===== config.mk =====
export PLATFORM = sky130hd
export DESIGN_NAME = ibex_md_share_arb
export DESIGN_NICKNAME = d
export VERILOG_FILES = /design/src/rtl/ibex_pkg.sv /design/src/rtl/ibex_rr_pick.sv /design/src/rtl/ibex_md_share_arb.sv
export SDC_FILE = /design/constraint.sdc
export NUM_CORES = 1
export LEC_CHECK = 0
export BUFFER_PORTS_ARGS = -buffer_cell sky130_fd_sc_hd__buf_2
export CAP_MARGIN = 20
export CORE_AREA = 4 4 109 111
export DETAILED_ROUTE_END_ITERATION = 8
export DIE_AREA = 0 0 113 115
export GPL_ROUTABILITY_DRIVEN = 0
export PLACE_DENSITY_LB_ADDON = 0.3
export SYNTH_ARGS = -nofsm -noshare
export SYNTH_HDL_FRONTEND = slang
export SYNTH_HIERARCHICAL = 1
export SYNTH_SLANG_ARGS = --single-unit

===== constraint.sdc =====
create_clock -name clk_i -period 3.3 [get_ports clk_i]
set_input_delay 0.165 -clock clk_i [delete_from_list [all_inputs] [get_ports clk_i]]
set_output_delay 0.165 -clock clk_i [all_outputs]
set_load 0.005 [all_outputs]

===== src/rtl/ibex_pkg.sv =====
// Shared Ibex types, extended with the multiplier/divider share arbiter's
// state encoding and sizing constants.
package ibex_pkg;

  typedef enum logic [1:0] {
    MD_OP_MULL,
    MD_OP_MULH,
    MD_OP_DIV,
    MD_OP_REM
  } md_op_e;

  typedef enum logic [1:0] {
    MD_ARB_IDLE,
    MD_ARB_BUSY,
    MD_ARB_DRAIN,
    MD_ARB_RESP
  } md_arb_state_e;

  localparam int MdArbMaxReq = 4;
  localparam int MdArbIdxW   = $clog2(MdArbMaxReq);

  function automatic logic md_op_is_mult(md_op_e op);
    return (op == MD_OP_MULL) || (op == MD_OP_MULH);
  endfunction

endpackage


===== src/rtl/ibex_rr_pick.sv =====
// Combinational round-robin pick: first valid requester at or after i_ptr,
// wrapping at NumReq. Returns a one-hot grant and its index.
module ibex_rr_pick import ibex_pkg::*; #(
  parameter int NumReq = 2
) (
  input  logic [NumReq-1:0]    i_valid,
  input  logic [MdArbIdxW-1:0] i_ptr,
  output logic [NumReq-1:0]    o_grant,
  output logic [MdArbIdxW-1:0] o_idx,
  output logic                 o_any
);

  always_comb begin
    o_grant = '0;
    o_idx   = '0;
    o_any   = 1'b0;
    // k is the search distance from the pointer; smallest k wins
    for (int k = 0; k < NumReq; k++) begin
      for (int j = 0; j < NumReq; j++) begin
        if (!o_any && i_valid[j] && (((int'(i_ptr) + k) % NumReq) == j)) begin
          o_any      = 1'b1;
          o_grant[j] = 1'b1;
          o_idx      = MdArbIdxW'(j);
        end
      end
    end
  end

endmodule


===== src/rtl/ibex_md_share_arb.sv =====
// Shares one multi-cycle mult/div unit between NumReq requesters, round-robin.
// IBEX_MD_ARB_PERF_EN adds saturating grant and busy-cycle counters.
module ibex_md_share_arb import ibex_pkg::*; #(
  parameter int NumReq = 2
) (
  input  logic                     clk_i,
  input  logic                     rst_i,
  input  logic [NumReq-1:0]        req_valid_i,
  output logic [NumReq-1:0]        req_ready_o,
  input  md_op_e [NumReq-1:0]      req_op_i,
  input  logic [NumReq-1:0][1:0]   req_signed_mode_i,
  input  logic [NumReq-1:0][31:0]  req_op_a_i,
  input  logic [NumReq-1:0][31:0]  req_op_b_i,
  input  logic [NumReq-1:0]        req_kill_i,
  output logic [NumReq-1:0]        rsp_valid_o,
  input  logic [NumReq-1:0]        rsp_ready_i,
  output logic [31:0]              rsp_result_o,
  output logic                     md_mult_en_o,
  output logic                     md_div_en_o,
  output logic                     md_mult_sel_o,
  output logic                     md_div_sel_o,
  output md_op_e                   md_operator_o,
  output logic [1:0]               md_signed_mode_o,
  output logic [31:0]              md_op_a_o,
  output logic [31:0]              md_op_b_o,
  input  logic                     md_valid_i,
  input  logic [31:0]              md_result_i,
  output logic                     md_ready_id_o
`ifdef IBEX_MD_ARB_PERF_EN
  ,
  output logic [NumReq-1:0][31:0]  perf_grant_cnt_o,
  output logic [31:0]              perf_busy_cnt_o
`endif
);

  md_arb_state_e        r_state, w_state_n;
  logic [MdArbIdxW-1:0] r_rr_ptr, w_idx;
  logic [NumReq-1:0]    r_owner_oh, w_grant;
  logic                 w_any, w_hs, w_kill, w_rsp_hs, w_ready_id, w_active, w_is_mult;
  md_op_e               r_op, w_op;
  logic [1:0]           r_sm, w_sm;
  logic [31:0]          r_a, r_b, w_a, w_b, r_result;

  ibex_rr_pick #(.NumReq(NumReq)) u_pick (
    .i_valid (req_valid_i),
    .i_ptr   (r_rr_ptr),
    .o_grant (w_grant),
    .o_idx   (w_idx),
    .o_any   (w_any)
  );

  assign w_kill   = |(req_kill_i & r_owner_oh);
  assign w_rsp_hs = |(rsp_ready_i & r_owner_oh);

  always_comb begin
    w_op = MD_OP_MULL;
    w_sm = '0;
    w_a  = '0;
    w_b  = '0;
    for (int i = 0; i < NumReq; i++) begin
      if (w_grant[i]) begin
        w_op = req_op_i[i];
        w_sm = req_signed_mode_i[i];
        w_a  = req_op_a_i[i];
        w_b  = req_op_b_i[i];
      end
    end
  end

  always_comb begin
    w_state_n  = r_state;
    w_hs       = 1'b0;
    w_ready_id = 1'b0;
    case (r_state)
      MD_ARB_IDLE: begin
        if (w_any) begin
          w_hs      = 1'b1;
          w_state_n = MD_ARB_BUSY;
        end
      end
      MD_ARB_BUSY: begin
        // kill beats a same-cycle result: the result is consumed and dropped
        if (w_kill) begin
          w_ready_id = md_valid_i;
          w_state_n  = md_valid_i ? MD_ARB_IDLE : MD_ARB_DRAIN;
        end else if (md_valid_i) begin
          w_ready_id = 1'b1;
          w_state_n  = MD_ARB_RESP;
        end
      end
      MD_ARB_DRAIN: begin
        if (md_valid_i) begin
          w_ready_id = 1'b1;
          w_state_n  = MD_ARB_IDLE;
        end
      end
      MD_ARB_RESP: begin
        if (w_kill || w_rsp_hs) w_state_n = MD_ARB_IDLE;
      end
      default: w_state_n = MD_ARB_IDLE;
    endcase
  end

  always_ff @(posedge clk_i) begin
    if (rst_i) begin
      r_state    <= MD_ARB_IDLE;
      r_rr_ptr   <= '0;
      r_owner_oh <= '0;
      r_op       <= MD_OP_MULL;
      r_sm       <= '0;
      r_a        <= '0;
      r_b        <= '0;
      r_result   <= '0;
    end else begin
      r_state <= w_state_n;
      if (w_hs) begin
        r_owner_oh <= w_grant;
        r_op       <= w_op;
        r_sm       <= w_sm;
        r_a        <= w_a;
        r_b        <= w_b;
        r_rr_ptr   <= (w_idx == MdArbIdxW'(NumReq - 1)) ? '0 : w_idx + 1'b1;
      end
      if (r_state == MD_ARB_BUSY && md_valid_i && !w_kill) r_result <= md_result_i;
    end
  end

  // enables stay up through DRAIN: the unit cannot abort a started operation
  assign w_active         = (r_state == MD_ARB_BUSY) || (r_state == MD_ARB_DRAIN);
  assign w_is_mult        = md_op_is_mult(r_op);
  assign md_mult_en_o     = w_active & w_is_mult;
  assign md_mult_sel_o    = w_active & w_is_mult;
  assign md_div_en_o      = w_active & ~w_is_mult;
  assign md_div_sel_o     = w_active & ~w_is_mult;
  assign md_operator_o    = r_op;
  assign md_signed_mode_o = r_sm;
  assign md_op_a_o        = r_a;
  assign md_op_b_o        = r_b;
  assign md_ready_id_o    = w_ready_id;

  assign req_ready_o  = (r_state == MD_ARB_IDLE) ? w_grant : '0;
  assign rsp_valid_o  = (r_state == MD_ARB_RESP) ? r_owner_oh : '0;
  assign rsp_result_o = r_result;

`ifdef IBEX_MD_ARB_PERF_EN
  logic [NumReq-1:0][31:0] r_grant_cnt;
  logic [31:0]             r_busy_cnt;

  always_ff @(posedge clk_i) begin
    if (rst_i) begin
      r_grant_cnt <= '0;
      r_busy_cnt  <= '0;
    end else begin
      for (int i = 0; i < NumReq; i++) begin
        if (req_ready_o[i] && (r_grant_cnt[i] != '1)) r_grant_cnt[i] <= r_grant_cnt[i] + 32'd1;
      end
      if (w_active && (r_busy_cnt != '1)) r_busy_cnt <= r_busy_cnt + 32'd1;
    end
  end

  assign perf_grant_cnt_o = r_grant_cnt;
  assign perf_busy_cnt_o  = r_busy_cnt;
`endif

endmodule

Word-level counts from Yosys, hierarchy flattened
Cells that the tools add are included.
{"block": "op_classes", "n_addsub": 2, "n_eq_ne": 10, "mux": 33, "n_bitwise": 6, "n_reduce_logical": 23}
{"cell": "two-way mux 32 bit", "count": 4}
{"cell": "zero test 32 bit", "count": 2}
{"cell": "two-way mux 2 bit", "count": 12}
{"cell": "two-way mux 1 bit", "count": 15}
{"cell": "logical AND 1 bit", "count": 9}
{"cell": "one-hot mux 2 bit (4 select lines)", "count": 1}
{"cell": "equality test 2 x 1 -> 1 bit (second input constant)", "count": 3}
{"cell": "equality test 2 bit (second input constant)", "count": 3}
{"cell": "AND 2 bit", "count": 2}
{"cell": "zero test 1 bit", "count": 4}
{"cell": "zero test 2 bit", "count": 2}
{"cell": "inequality test 2 bit (second input constant)", "count": 2}
{"cell": "AND reduction 4 bit", "count": 1}
{"cell": "OR reduction 2 bit", "count": 2}
{"cell": "logical OR 1 bit", "count": 3}
{"cell": "inequality test 3 bit (second input constant)", "count": 1}
{"cell": "adder 1 bit (second input constant)", "count": 2}
{"cell": "AND 1 bit", "count": 2}
{"cell": "inequality test 2 x 1 -> 1 bit (second input constant)", "count": 1}
{"cell": "one-hot mux 1 bit (2 select lines)", "count": 1}
{"cell": "AND 1 bit (first input constant)", "count": 1}
{"cell": "inverter 1 bit", "count": 1}
{"block": "totals", "reg_bits": 105, "output_inout_bits": 109, "elab_cells": 82}

Depth between registers and ports, before layout
{"block": "depth", "depth_word": 17, "ltp_mapped": 9}

By module
The synthesis kept the hierarchy.
{"mod": "ibex_md_share_arb", "n_inst": 1, "cells_per_inst": 502, "area_each_um2": 4206.5, "seq_area_each_um2": 2122.0}
{"mod": "ibex_rr_pick", "n_inst": 1, "cells_per_inst": 7, "area_each_um2": 43.8, "seq_area_each_um2": 0.0}

Least setup slack after synthesis
OpenSTA, ideal clock, no wires.
{"block": "synth_path", "path_type": "reg2reg", "from": "reg r_state[1]", "to": "reg r_state[0]", "arrival_time_ns": 1.529, "slack_ns": 1.680, "stages_incl_launch_ff": 7, "synth_period_minus_slack_ns": 1.620, "cell_sequence": "dfxtp_1 > inv_1 > ha_1 > nor2b_1 > a222oi_1 > a21oi_1 > a311oi_1"}
{"block": "synth_via", "elab_chain_cells": 3, "word_cells_on_any_way": 10, "classes_between": "7 x eq/ne; 1 x mux; 2 x reduce/logical"}
{"element": "from (decl)", "line_no": "ibex_md_share_arb.sv:36", "source": "md_arb_state_e r_state, w_state_n;"}
{"element": "from (signal assigned)", "line_no": "ibex_md_share_arb.sv:115", "source": "r_state <= w_state_n;"}
{"element": "equality test 2 x 1 -> 1 bit (tied with other cells)", "line_no": "ibex_md_share_arb.sv:74", "source": "case (r_state)"}
{"element": "inequality test 3 bit (no source line) (tied with other cells)"}
{"element": "AND reduction 4 bit (no source line)"}
Parallel ways exist; a longest one is shown, timed or not.
A chain may end at the register's enable or synchronous reset.

Final worst setup path
{"block": "layout_path", "from": "reg r_rr_ptr[0]", "to": "out req_ready_o[1]"}
{"block": "layout_via", "elab_chain_cells": 16, "word_cells_on_any_way": 21, "classes_between": "1 x add/sub; 1 x eq/ne; 6 x mux; 1 x bitwise; 12 x reduce/logical"}
{"element": "from (decl)", "line_no": "ibex_md_share_arb.sv:37", "source": "logic [MdArbIdxW-1:0] r_rr_ptr, w_idx;"}
{"element": "from (signal assigned)", "line_no": "ibex_md_share_arb.sv:122", "source": "r_rr_ptr <= (w_idx == MdArbIdxW'(NumReq - 1)) ? '0 : w_idx + 1'b1;"}
{"element": "zero test 32 bit", "line_no": "ibex_rr_pick.sv:20", "source": "if (!o_any && i_valid[j] && (((int'(i_ptr) + k) % NumReq) == j)) begin"}
{"element": "logical AND 1 bit", "line_no": "ibex_rr_pick.sv:20"}
{"element": "two-way mux 1 bit", "line_no": "ibex_rr_pick.sv:20"}
{"element": "zero test 1 bit", "line_no": "ibex_rr_pick.sv:20"}
{"element": "logical AND 1 bit (2 in series)", "line_no": "ibex_rr_pick.sv:20"}
{"element": "two-way mux 1 bit", "line_no": "ibex_rr_pick.sv:20"}
{"element": "zero test 1 bit", "line_no": "ibex_rr_pick.sv:20"}
{"element": "logical AND 1 bit (2 in series)", "line_no": "ibex_rr_pick.sv:20"}
{"element": "two-way mux 1 bit", "line_no": "ibex_rr_pick.sv:20"}
{"element": "zero test 1 bit", "line_no": "ibex_rr_pick.sv:20"}
{"element": "logical AND 1 bit (2 in series)", "line_no": "ibex_rr_pick.sv:20"}
{"element": "two-way mux 1 bit (*)", "line_no": "ibex_rr_pick.sv:20"}
{"element": "net w_grant[1]", "line_no": "ibex_md_share_arb.sv:38", "source": "logic [NumReq-1:0] r_owner_oh, w_grant;"}
{"element": "two-way mux 2 bit (*)", "line_no": "ibex_md_share_arb.sv:141", "source": "assign req_ready_o = (r_state == MD_ARB_IDLE) ? w_grant : '0;"}
{"element": "to (decl)", "line_no": "ibex_md_share_arb.sv:9", "source": "output logic [NumReq-1:0] req_ready_o,"}
Mark *: on every way through the listed nets, which the timed path passes. The rest lies on a longest branch.

==> summary.md <==
| Metric | Value |
|---|---|
| Status | `finished clean` |
| Crit path kind | `reg2out` |
| Worst setup SP type | `flop` |
| First-pass GRT wire length | `21.7 mm` |
| Unrepaired setup endpoints after global routing | `false` |
| Number of global-route vias before repair | `4399` |
| Clock network power share | `17.5%` |
| Largest net degree at the start of global routing | `about 110` |
| # setup viols final | `0` |
| Clock root buffer master | `clkbuf_8` |
| Post-Syn Nets | `684` |
| Nets@finish | `937` |
| Sum of negative setup slack | `0 ns` |
| IO Count | `286` |
| Initial Util | `38.9%` |
| DRT Pass-1 Iters | `5` |
| # hold bufs at CTS | `0` |
| Worst vdd ir | `0.403 mV` |
| Slew Limit Fails | `0` |
| Int Pwr | `2.86 mW` |
| MaxCap Viol Count | `0` |
| Post-DRT Antenna Nets | `0` |
| CTS tree | `done` |
| Placement Setup Slack | `1.04 ns` |
| Cells after Synth | `503` |
| Crit path max fanout | `70` |
| P&R area growth vs syn | `41.1%` |
| # diodes | `0` |
| Slew @ Worst Pin | `0.811 ns` |
| Die Wd | `around 110 um` |
| Comb pwr share | `a little over two fifths` |
| DIE AREA | `13000 um^2` |
| Met1 GRT Util | `around a quarter` |
| Clock Skew | `0.0132 ns` |
| Final WL | `14.3 mm` |
| GRT busiest layer | `met2` |
| Post-CTS resize count | `0` |
| Port Buffers | `around 290` |
| Commonest non-fill, non-tap cell in the layout | `buf_2` |
| Tmin final | `between 2 and 2.5 ns` |
| Reg clk slew, reported paths | `around 0.10 ns` |
| Met3 usage | `5.11%` |
| Skew-Pair Late Insertion Delay | `0.37 ns` |
| DRC errors left | `0` |
| Clock sinks | `about 110` |
| WL/cell | `roughly 16 um` |
| Mapped Avg Cell Area | `around 8.4 um^2` |
| Fillers | `roughly 980` |
| Pleak | `between 2 and 3 nW` |
| Synth Cell Area | `approximately 4200 um^2` |
| Psw | `1.72 mW` |
| Slack of the critical path | `about 1.2 ns` |
| Vias per inst | `5.29` |
| GRT overflow | `0` |
| FMAX | `around 480 MHz` |
| Clk buf depth | `2` |
| Site Rows | `38` |
| CTS H-tree lvls | `3` |
| Met2 usage | `34.4%` |
| Core Area | `10800 um^2` |
| Num CTS Buffers | `9` |
| Initial DRC count | `400` |
| Final period utilization | `between 60% and 70%` |
| Hold Vio Cnt, Final | `0` |
| Slew HR | `45.8%` |
| Yosys warns | `6` |
| Via count of the routed design | `4766` |
| Initial antenna violation count | `0` |
| Switch share | `a little under two fifths` |
| WHS | `0.0336 ns` |
| Commonest cells after routing, fill and taps aside | `buf_2, dfxtp_1, nor2_1, nor3_1, nand2_1` |
| Flop pwr share | `40.2%` |
| Critical path endpoint category | `primary output` |
| CP Data Arrival Time | `1.93 ns` |
| DIE HEIGHT | `approximately 120 um` |
| Setup bufs post-CTS | `0` |
| Share of cells above drive strength 1 | `41.1%` |
| Global Route Usage Sum | `about a fifth` |
| Worst endpoint required time | `3.13 ns` |
| DPL Wire Length | `10.4 mm` |
| Worst min path class | `in2reg` |
| Power Density | `773 nW/um^2` |
-- critical path, cell delays in order, from the launching register on --
cell      delay, ns
dfxtp_1        0.36
inv_1          0.09
a21boi_4       0.19
buf_4          0.59
and2_1         0.22
buf_2          0.13
-- power groups by stage --
stage / logic, mW / registers (mW) / clock network (mW)
floorplan: 1.12 / 1.89 / 0
global placement: 1.87 / 1.85 / 0
detailed placement: 1.92 / 1.87 / 0
CTS: 1.92 / 1.84 / 0.829
global route: 2.18 / 1.89 / 0.882
finish: 1.94 / 1.84 / 0.802
-- per-stage QoR --
step | power (mW) | std cells | cell area, um^2 | util, %
global placement | 3.72 | 881 | 5670 | 52.5
detailed placement | 3.79 | 881 | 5670 | 52.5
global route | 4.95 | 901 | 5930 | 54.9
CTS | 4.59 | 897 | 5860 | 54.3
finish | 4.59 | 901 | 5930 | 54.9
floorplan | 3.00 | 503 | 4200 | -
-- state kept, by name, summed over array words and instances, names as in the netlist --
name,cells
md_op_a_o,32
md_op_b_o,32
md_operator_o,2
md_signed_mode_o,2
r_owner_oh,2
r_rr_ptr,1
r_state,2
rsp_result_o,32
-- path summary, 6_finish.rpt --
kind	endpoint	slack, ns	from	cells after the start
max reg2reg	md_op_b_o[14]$_SDFFE_PP0P_	1.32	r_rr_ptr[0]$_SDFFE_PP0P_	5
min reg2reg	rsp_result_o[9]$_SDFFE_PP0P_	0.46	rsp_result_o[9]$_SDFFE_PP0P_	2
min	rsp_result_o[28]$_SDFFE_PP0P_	0.03	md_result_i[28]	3
max	req_ready_o[1]	1.20	r_rr_ptr[0]$_SDFFE_PP0P_	5
-- area by class of cell --
cell class                      instances  area [um^2]  area share (%)
Inverter                                5         18.8           0.317
Clock buffer                           12          145            2.45
Clock inverter                          4         52.6           0.886
Sequential cell                       105         2100            35.5
Tap cell                              140          175            2.95
Multi-Input combinational cell        341         1890            31.9
Timing Repair Buffer                  294         1550            26.1
-- per-layer routing --
metal / vias up / routed length [um]
met4: 0 / 345
met3: 29 / 1400
met2: 246 / 7080
met1: 2186 / 5500
met5: - / 0
li1: 2305 / -
Note: power is estimated with default switching activity, not from simulation.
